==> src/rtl/arith_seq_pkg.sv <==
// Shared types for the operand sequencer: FSM states and key indices.
package arith_seq_pkg;

   typedef enum logic [1:0] {
      ENTER_A = 2'd0,
      ENTER_B = 2'd1,
      CALC    = 2'd2,
      SHOW    = 2'd3
   } state_t;

   localparam int BTN_INC  = 0;
   localparam int BTN_DEC  = 1;
   localparam int BTN_CFM  = 2;
   localparam int BTN_MODE = 3;
   localparam int BTN_CLR  = 4;
   localparam int NUM_BTN  = 5;

endpackage

==> src/rtl/button_debouncer.sv <==
// One key: 2-flop synchronizer, stable-count debouncer, registered
// rising-edge press pulse.
module button_debouncer #(
   parameter int DEBOUNCE_CYCLES = 50000
) (
   input  logic clock,
   input  logic reset,
   input  logic raw,
   output logic pressed
);

   localparam int CW = (DEBOUNCE_CYCLES > 2) ? $clog2(DEBOUNCE_CYCLES) : 1;
   localparam logic [CW-1:0] LAST = CW'(DEBOUNCE_CYCLES - 1);

   logic          r_sync1;
   logic          r_sync2;
   logic          r_deb;
   logic          r_deb_q;
   logic          r_pulse;
   logic [CW-1:0] r_cnt;
   logic          w_differ;

   assign w_differ = r_sync2 ^ r_deb;

   always_ff @(posedge clock) begin
      if (!reset) begin
         r_sync1 <= 1'b0;
         r_sync2 <= 1'b0;
         r_deb   <= 1'b0;
         r_deb_q <= 1'b0;
         r_pulse <= 1'b0;
         r_cnt   <= '0;
      end else begin
         r_sync1 <= raw;
         r_sync2 <= r_sync1;
         r_deb_q <= r_deb;
         r_pulse <= r_deb & ~r_deb_q;
         if (!w_differ) begin
            r_cnt <= '0;
         end else if (r_cnt == LAST) begin
            r_deb <= r_sync2;
            r_cnt <= '0;
         end else begin
            r_cnt <= r_cnt + 1'b1;
         end
      end
   end

   assign pressed = r_pulse;

endmodule

==> src/rtl/arith_operand_sequencer.sv <==
// Key-driven operand entry and result capture for the add/sub stage;
// confirming in SHOW chains the result back in as operand A.
module arith_operand_sequencer
   import arith_seq_pkg::*;
#(
   parameter int W               = 3,
   parameter int DEBOUNCE_CYCLES = 50000
) (
   input  logic               clock,
   input  logic               reset,
   input  logic [NUM_BTN-1:0] btn,
   input  logic [W:0]         res,
   output logic [W-1:0]       a,
   output logic [W-1:0]       b,
   output logic               mode,
   output logic [1:0]         state,
   output logic [W:0]         result,
   output logic               result_valid
);

   logic [NUM_BTN-1:0] w_press;

   for (genvar gi = 0; gi < NUM_BTN; gi++) begin : g_key
      button_debouncer #(
         .DEBOUNCE_CYCLES(DEBOUNCE_CYCLES)
      ) u_deb (
         .clock  (clock),
         .reset  (reset),
         .raw    (btn[gi]),
         .pressed(w_press[gi])
      );
   end

   logic w_clr;
   logic w_cfm;
   logic w_mode;
   logic w_inc;
   logic w_dec;

   // Only the highest-priority pulse survives; the rest are dropped.
   always_comb begin
      w_clr  = 1'b0;
      w_cfm  = 1'b0;
      w_mode = 1'b0;
      w_inc  = 1'b0;
      w_dec  = 1'b0;
      if (w_press[BTN_CLR])       w_clr  = 1'b1;
      else if (w_press[BTN_CFM])  w_cfm  = 1'b1;
      else if (w_press[BTN_MODE]) w_mode = 1'b1;
      else if (w_press[BTN_INC])  w_inc  = 1'b1;
      else if (w_press[BTN_DEC])  w_dec  = 1'b1;
   end

   state_t       r_state;
   state_t       w_state_nx;
   logic [W-1:0] r_a;
   logic [W-1:0] w_a_nx;
   logic [W-1:0] r_b;
   logic [W-1:0] w_b_nx;
   logic         r_mode;
   logic         w_mode_nx;
   logic [W:0]   r_result;
   logic [W:0]   w_result_nx;

   always_ff @(posedge clock) begin
      if (!reset) begin
         r_state  <= ENTER_A;
         r_a      <= '0;
         r_b      <= '0;
         r_mode   <= 1'b0;
         r_result <= '0;
      end else begin
         r_state  <= w_state_nx;
         r_a      <= w_a_nx;
         r_b      <= w_b_nx;
         r_mode   <= w_mode_nx;
         r_result <= w_result_nx;
      end
   end

   always_comb begin
      w_state_nx  = r_state;
      w_a_nx      = r_a;
      w_b_nx      = r_b;
      w_mode_nx   = r_mode;
      w_result_nx = r_result;
      if (w_clr && r_state != CALC) begin
         w_state_nx  = ENTER_A;
         w_a_nx      = '0;
         w_b_nx      = '0;
         w_mode_nx   = 1'b0;
         w_result_nx = '0;
      end else begin
         case (r_state)
            ENTER_A: begin
               if (w_cfm)       w_state_nx = ENTER_B;
               else if (w_mode) w_mode_nx  = ~r_mode;
               else if (w_inc)  w_a_nx     = r_a + 1'b1;
               else if (w_dec)  w_a_nx     = r_a - 1'b1;
            end
            ENTER_B: begin
               if (w_cfm)       w_state_nx = CALC;
               else if (w_mode) w_mode_nx  = ~r_mode;
               else if (w_inc)  w_b_nx     = r_b + 1'b1;
               else if (w_dec)  w_b_nx     = r_b - 1'b1;
            end
            CALC: begin
               w_result_nx = res;
               w_state_nx  = SHOW;
            end
            SHOW: begin
               if (w_cfm) begin
                  w_a_nx     = r_result[W-1:0];
                  w_state_nx = ENTER_A;
               end
            end
            default: w_state_nx = ENTER_A;
         endcase
      end
   end

   assign a            = r_a;
   assign b            = r_b;
   assign mode         = r_mode;
   assign state        = r_state;
   assign result       = r_result;
   assign result_valid = (r_state == SHOW);

endmodule

==> config.mk <==
export PLATFORM = sky130hd
export DESIGN_NAME = arith_operand_sequencer
export DESIGN_NICKNAME = d
export VERILOG_FILES = /design/src/rtl/arith_seq_pkg.sv /design/src/rtl/button_debouncer.sv /design/src/rtl/arith_operand_sequencer.sv
export SDC_FILE = /design/constraint.sdc
export NUM_CORES = 1
export LEC_CHECK = 0
export CAP_MARGIN = 20
export CORE_MARGIN = 2
export CORE_UTILIZATION = 40
export CTS_CLUSTER_SIZE = 12
export DETAILED_ROUTE_END_ITERATION = 10
export SYNTH_ARGS = -nofsm -noshare
export SYNTH_HDL_FRONTEND = slang
export SYNTH_SLANG_ARGS = --single-unit
==> constraint.sdc <==
create_clock -name clock -period 4.1 [get_ports clock]
set_clock_uncertainty 0.15 [all_clocks]
set_input_delay 0.615 -clock clock [delete_from_list [all_inputs] [get_ports clock]]
set_output_delay 0.615 -clock clock [all_outputs]
set_load 0.01 [all_outputs]
## Yosys cells after proc, flatten, opt, wreduce, memory -nomap -nowiden

Index checks and enable logic that the tools add are counted.

- Add/sub/neg operators: 9
- Equal/unequal tests: 15
- Muxes and demuxes: 27
- Bitwise gates (word level): 24
- Reduce and logical (&&, ||, !) cells: 20

Operator list:

| cell | count |
|---|---|
| adder 16 x 1 -> 16 bit, second input constant | 5 |
| == test 16 bit, second input constant | 5 |
| 2-to-1 mux 3 bit | 7 |
| 2-to-1 mux 1 bit | 15 |
| OR reduction 3 bit | 5 |
| NOT 1 bit | 14 |
| inequality test 2 bit, second input constant | 5 |
| AND reduction 2 bit | 5 |
| one-hot mux 2 bit (4 select lines) | 1 |
| adder 3 x 1 -> 3 bit, second input constant | 2 |
| 2-to-1 mux 2 bit | 3 |
| one-hot mux 3 bit (2 select lines) | 1 |
| AND reduction 3 bit | 2 |
| subtractor 3 x 1 -> 3 bit, second input constant | 2 |
| bitwise AND 1 bit | 5 |
| AND reduction 5 bit | 1 |
| XOR 1 bit | 5 |
| == test 2 bit, second input constant | 2 |
| AND reduction 4 bit | 1 |
| nonzero test 2 bit | 2 |
| OR reduction 2 bit | 2 |
| inequality test 3 bit, second input constant | 1 |
| == test 2 x 1 -> 1 bit, second input constant | 1 |
| logical NOT 2 bit | 1 |
| 2 further kinds | 2 |

- Bits in registers: 118

## Logic depth before layout (Yosys ltp)

- Word-level depth: 10
- Gate-level depth with buffers: 7

## Hierarchy

Synthesis repeated with hierarchy kept, for this count alone.

- Cells, all modules: 546
- Area total of the unflattened synthesis: 5188.7 µm²

Modules (own cells, without submodules):

| module | times used | cells an instance | area each (µm²) | seq. area each (µm²) |
|---|---|---|---|---|
| button_debouncer at g_key[0].u_deb ... | 4 | 95 | 902.1 | 420.4 |
| button_debouncer at g_key[4].u_deb | 1 | 92 | 864.6 | 420.4 |
| arith_operand_sequencer | 1 | 74 | 715.7 | 260.2 |

## Least setup slack after synthesis

OpenSTA, ideal clock, no wires.

- Kind: register to register
- From: register g_key[4].u_deb.r_pulse
- To: register r_b[2] (netlist: b[2])
- Setup time: 0.071 ns
- Data arrival time: 2.041 ns
- Slack: 1.838 ns
- Stages on the path, launching flop included: 7
- Path buffers: 0
- Cell sequence: dfxtp_1 nor4b_1 inv_1 fa_1 xor2_1 or3_1 a21oi_1

- Word-level cells in the longest chain between the ends: 3

RTL lines:

| item | RTL line | text |
|---|---|---|
| start, declared | button_debouncer.sv:19 | `logic r_pulse;` |
| start signal, assigned | button_debouncer.sv:37 | `r_pulse <= r_deb & ~r_deb_q;` |
| 2-to-1 mux 1 bit | arith_operand_sequencer.sv:47 | `if (w_press[BTN_CLR]) w_clr = 1'b1;` |
| nonzero test 2 bit (no line) (tied with other cells) | - |  |
| AND reduction 4 bit (no line) or OR reduction 2 bit (tied branches) | - |  |
| end signal, assigned | arith_operand_sequencer.sv:75 | `r_b <= w_b_nx;` |
| end, declared | arith_operand_sequencer.sv:58 | `logic [W-1:0] r_b;` |

Several ways; a longest one is shown, not always the timed one.
A chain may end at the register's enable or synchronous reset.

## Worst setup path after layout

- From: register r_state[1] (netlist: state[1])
- To: output port result_valid

- Word-level cells in the longest chain between the ends: 1

RTL lines:

| item | RTL line | text |
|---|---|---|
| start, declared | arith_operand_sequencer.sv:54 | `state_t r_state;` |
| start signal, assigned | arith_operand_sequencer.sv:73 | `r_state <= w_state_nx;` |
| == test 2 bit | arith_operand_sequencer.sv:127 | `assign result_valid = (r_state == SHOW);` |
| end, declared | arith_operand_sequencer.sv:18 | `output logic result_valid` |

Every way passes these cells.

==> impl_metrics.csv <==
group,metric,value,unit
global_route,grt_use_met2,0.234,
route,viasPerCell,4.94,
worst_hold_path,min_path_type,"flip-flop to flip-flop",
cts,clock_latency,0.41,ns
pwr,p_per_area,448,nW/um2
worst_setup_path,worstPathArrival,1.88,ns
route,vias,3752,
placement,placed_cells,727,
sta,final-setup-viol-count,0,
worst_setup_path,start_kind,"flip-flop",
worst_setup_path,r2r-start,"g_key[4].u_deb.pressed$_SDFF_PN0_",
global_route,gr-usage-met3,0.0483,
pwr,power.total,0.00271,W
route,drc_errors,0,
logic_synthesis,synth_largest_area_cell,"dfxtp_1",
cts,path_clk_slew,0.05,ns
pwr,vdd_drop_max,309,uV
floorplanning,initial_core_util,0.406,
cts,cts_buffers,17,
sta,drv_slew,0,
placement,globalplace.congestion,0.789,
logic_synthesis,synth_ff_type,"dfxtp_1",
cts,cts_resized,0,
logic_synthesis,synth_cell_types,45,
global_route,grt-busiest-layer,"met2",
logic_synthesis,synth.cell_area,5060,um2
worst_setup_path,crit_family,"buffers and inverters",
sta,period_minus_slack,2.65,ns
floorplanning,die_w,117,um
cells_and_area,layout-drive-gt1-share,0.0630,
logic_synthesis,yosysSeqAreaShare,0.467,
cells_and_area,fin_nets,596,
route,ant_nets,0,
worst_setup_path,critPathSlowestCell,"clkdlybuf4s50_1",
sta,max_slew_margin,0.426,
logic_synthesis,yosysWarningCount,0,
route,wire_per_inst,11.7,um
cells_and_area,n_antenna_cell,0,
logic_synthesis,syn_avg_cell_area,9.32,um2
global_route,antenna_found_initial,0,
global_route,track_usage,0.146,
worst_setup_path,slowest_delay,0.63,ns
logic_synthesis,synth.area.top_cells,"dfxtp_1 47%, xnor2_1 10%, nor2_1 7.7%, xor2_1 3.5%, nand3_1 3.0%",
worst_setup_path,critPathKind,"flip-flop to output port",
placement,hpwl,6030,um
global_route,grt_max_degree,28,
sta,grt_setup_unrepaired,"no",
logic_synthesis,synthCells,543,
route,drtIter0Drc,190,
cells_and_area,final_cells,759,
sta,fin_tns_setup,0,ns
cts,post_cts_buffers,0,
logic_synthesis,syn-num-nets,565,
worst_setup_path,crit_start,"state[1]$_SDFFE_PP0P_",
floorplanning,die_h,117,um
cells_and_area,nFillCells,1183,
floorplanning,die-area,13600,um2
logic_synthesis,async_flop_share,0,
job,drv_cap,0,
placement,io_buffers,24,
logic_synthesis,synth.top_cell.area_share,0.467,
worst_setup_path,cp_cell_sequence,"ha_1 -> clkdlybuf4s50_1",
cts,cts_tree,"built",
sta,fmax,378,MHz
sta,min_period_over_period,0.646,
cts,clock_path_buffers,2,
pwr,p_leak,1.95,nW
floorplanning,core,12500,um2
cts,postCtsHoldBufs,0,
route,wl,8910,um
logic_synthesis,ys_ff_latch,118,
global_route,met1_usage,0.174,
worst_hold_path,worstHoldStart,"g_key[4].u_deb.r_deb_q$_SDFF_PN0_",
worst_setup_path,end_kind,"output port",
worst_setup_path,path_buf_inv,1,
cts,h-tree-depth,4,
global_route,first_global_vias,3563,
sta,timing_hold_violations_final,0,
cells_and_area,finish.utilization,0.485,
route,firstDrtPassIters,4,
floorplanning,placementRows,41,
floorplanning,pin_count,25,
cts,cts_sinks,118,
cts,cts-root-buf,"clkbuf_16",
worst_setup_path,cp_max_fo,14,
worst_setup_path,worstPathRequired,3.34,ns
sta,worst_slew_pin_slew,0.859,ns
global_route,grt.overflow.total,0,
global_route,grt_first_pass_wirelength,15500,um
logic_synthesis,synth_edf_count,0,
status,status,"complete, no violations",
cells_and_area,syn_to_final_growth,19.4,%
-- layer usage --
layer,up-vias,part of all wire
li1,1922,-
met5,-,0
met1,1760,0.48
met2,57,0.46
met4,0,0.015
met3,13,0.040
-- registers in the layout, indices dropped and copies added (netlist names), 3 cells and up --
register and count:
g_key.u_deb.r_deb 5, g_key.u_deb.pressed 5, g_key.u_deb.r_sync2 5, a 3, g_key.u_deb.r_cnt 80, result 4, g_key.u_deb.r_sync1 5, g_key.u_deb.r_deb_q 5
b 3
-- final timing paths --
kind | depth (start not counted) | end | slack (ns)
setup / recovery | 2 | result_valid | 1.45
hold / removal | 1 | g_key[4].u_deb.pressed$_SDFF_PN0_ | 0.23
setup reg to reg | 6 | b[2]$_SDFFE_PP0P_ | 1.59
hold reg to reg | 1 | g_key[4].u_deb.pressed$_SDFF_PN0_ | 0.23
-- final cells by class --
| type | count | area (um2) | share of cell area |
|---|---|---|---|
| clock buffers | 23 | 468 | 0.0774 |
| clock inverters | 9 | 125 | 0.0207 |
| inverters | 21 | 78.8 | 0.0130 |
| multi-input cells | 391 | 2550 | 0.421 |
| flip-flops and latches | 118 | 2360 | 0.391 |
| well taps | 172 | 215 | 0.0356 |
| repair buffers | 25 | 248 | 0.0410 |
-- cell usage after synthesis (5+ instances only) --
master / instances
clkbuf_1: 10
and3_1: 8
mux2i_1: 10
nand2_1: 14
nor4_1: 22
dfxtp_1: 118
ha_1: 9
nor3_1: 19
or4b_1: 5
nand4_1: 21
nand3_1: 30
xnor2_1: 60
and2_1: 16
nor2b_1: 12
xor2_1: 20
nor2_1: 104
inv_1: 21
-- logic make-up after synthesis --
logic type,after synthesis,share of synthesized area
compound gates,12,0.0161
simple gates,277,0.296
buf+inv,34,0.0304
xor+xnor,80,0.138
fa+ha+maj,11,0.0302
mux,11,0.0220
flops,118,0.467
-- power by group --
group / total, W / internal [W] / leakage, nW / switching, W
Sequential: 0.00117 / 0.00116 / 0.953 / 0.00000768
Clock: 0.00147 / 0.000981 / 0.287 / 0.000492
Combinational: 0.0000691 / 0.0000331 / 0.710 / 0.0000359
-- through the flow --
stage	worst slack [ns]	hold WS [ns]	instance area, um2
6_report	1.45	0.230	6040
5_1_grt	1.31	0.249	6040
3_3_place_gp	1.30	0.223	5450
2_1_floorplan	1.84	0.217	5060
3_5_place_dp	1.21	0.227	5450
4_1_cts	1.40	0.235	6040
-- layout by cell type, fill, tap and decap left out, types with 2 or more instances in the layout --
| cell type | count |
|---|---|
| nand4b_1 | 3 |
| nor2b_1 | 12 |
| nand3b_1 | 2 |
| xnor2_1 | 60 |
| o21ai_0 | 2 |
| nand2_1 | 14 |
| nor4bb_1 | 3 |
| clkdlybuf4s50_1 | 24 |
| a21oi_1 | 3 |
| nor4b_1 | 2 |
| nor3_1 | 19 |
| and2_1 | 16 |
| or3_1 | 2 |
| a211oi_1 | 2 |
| or4_4 | 2 |
| nand3_1 | 30 |
| nand4_1 | 21 |
| clkinv_2 | 4 |
| dfxtp_1 | 118 |
| clkbuf_1 | 4 |
| clkbuf_16 | 17 |
| nor2_1 | 104 |
| xor2_1 | 20 |
| bufinv_16 | 3 |
| inv_1 | 21 |
| nand3_4 | 2 |
| and3_1 | 8 |
| ha_1 | 9 |
| fa_1 | 2 |
| or4b_1 | 5 |
| and4_1 | 2 |
| nor4_1 | 22 |
| clkbuf_8 | 2 |
| clkinvlp_4 | 2 |
| mux2i_1 | 10 |
Power figures use the tool's default switching activity.
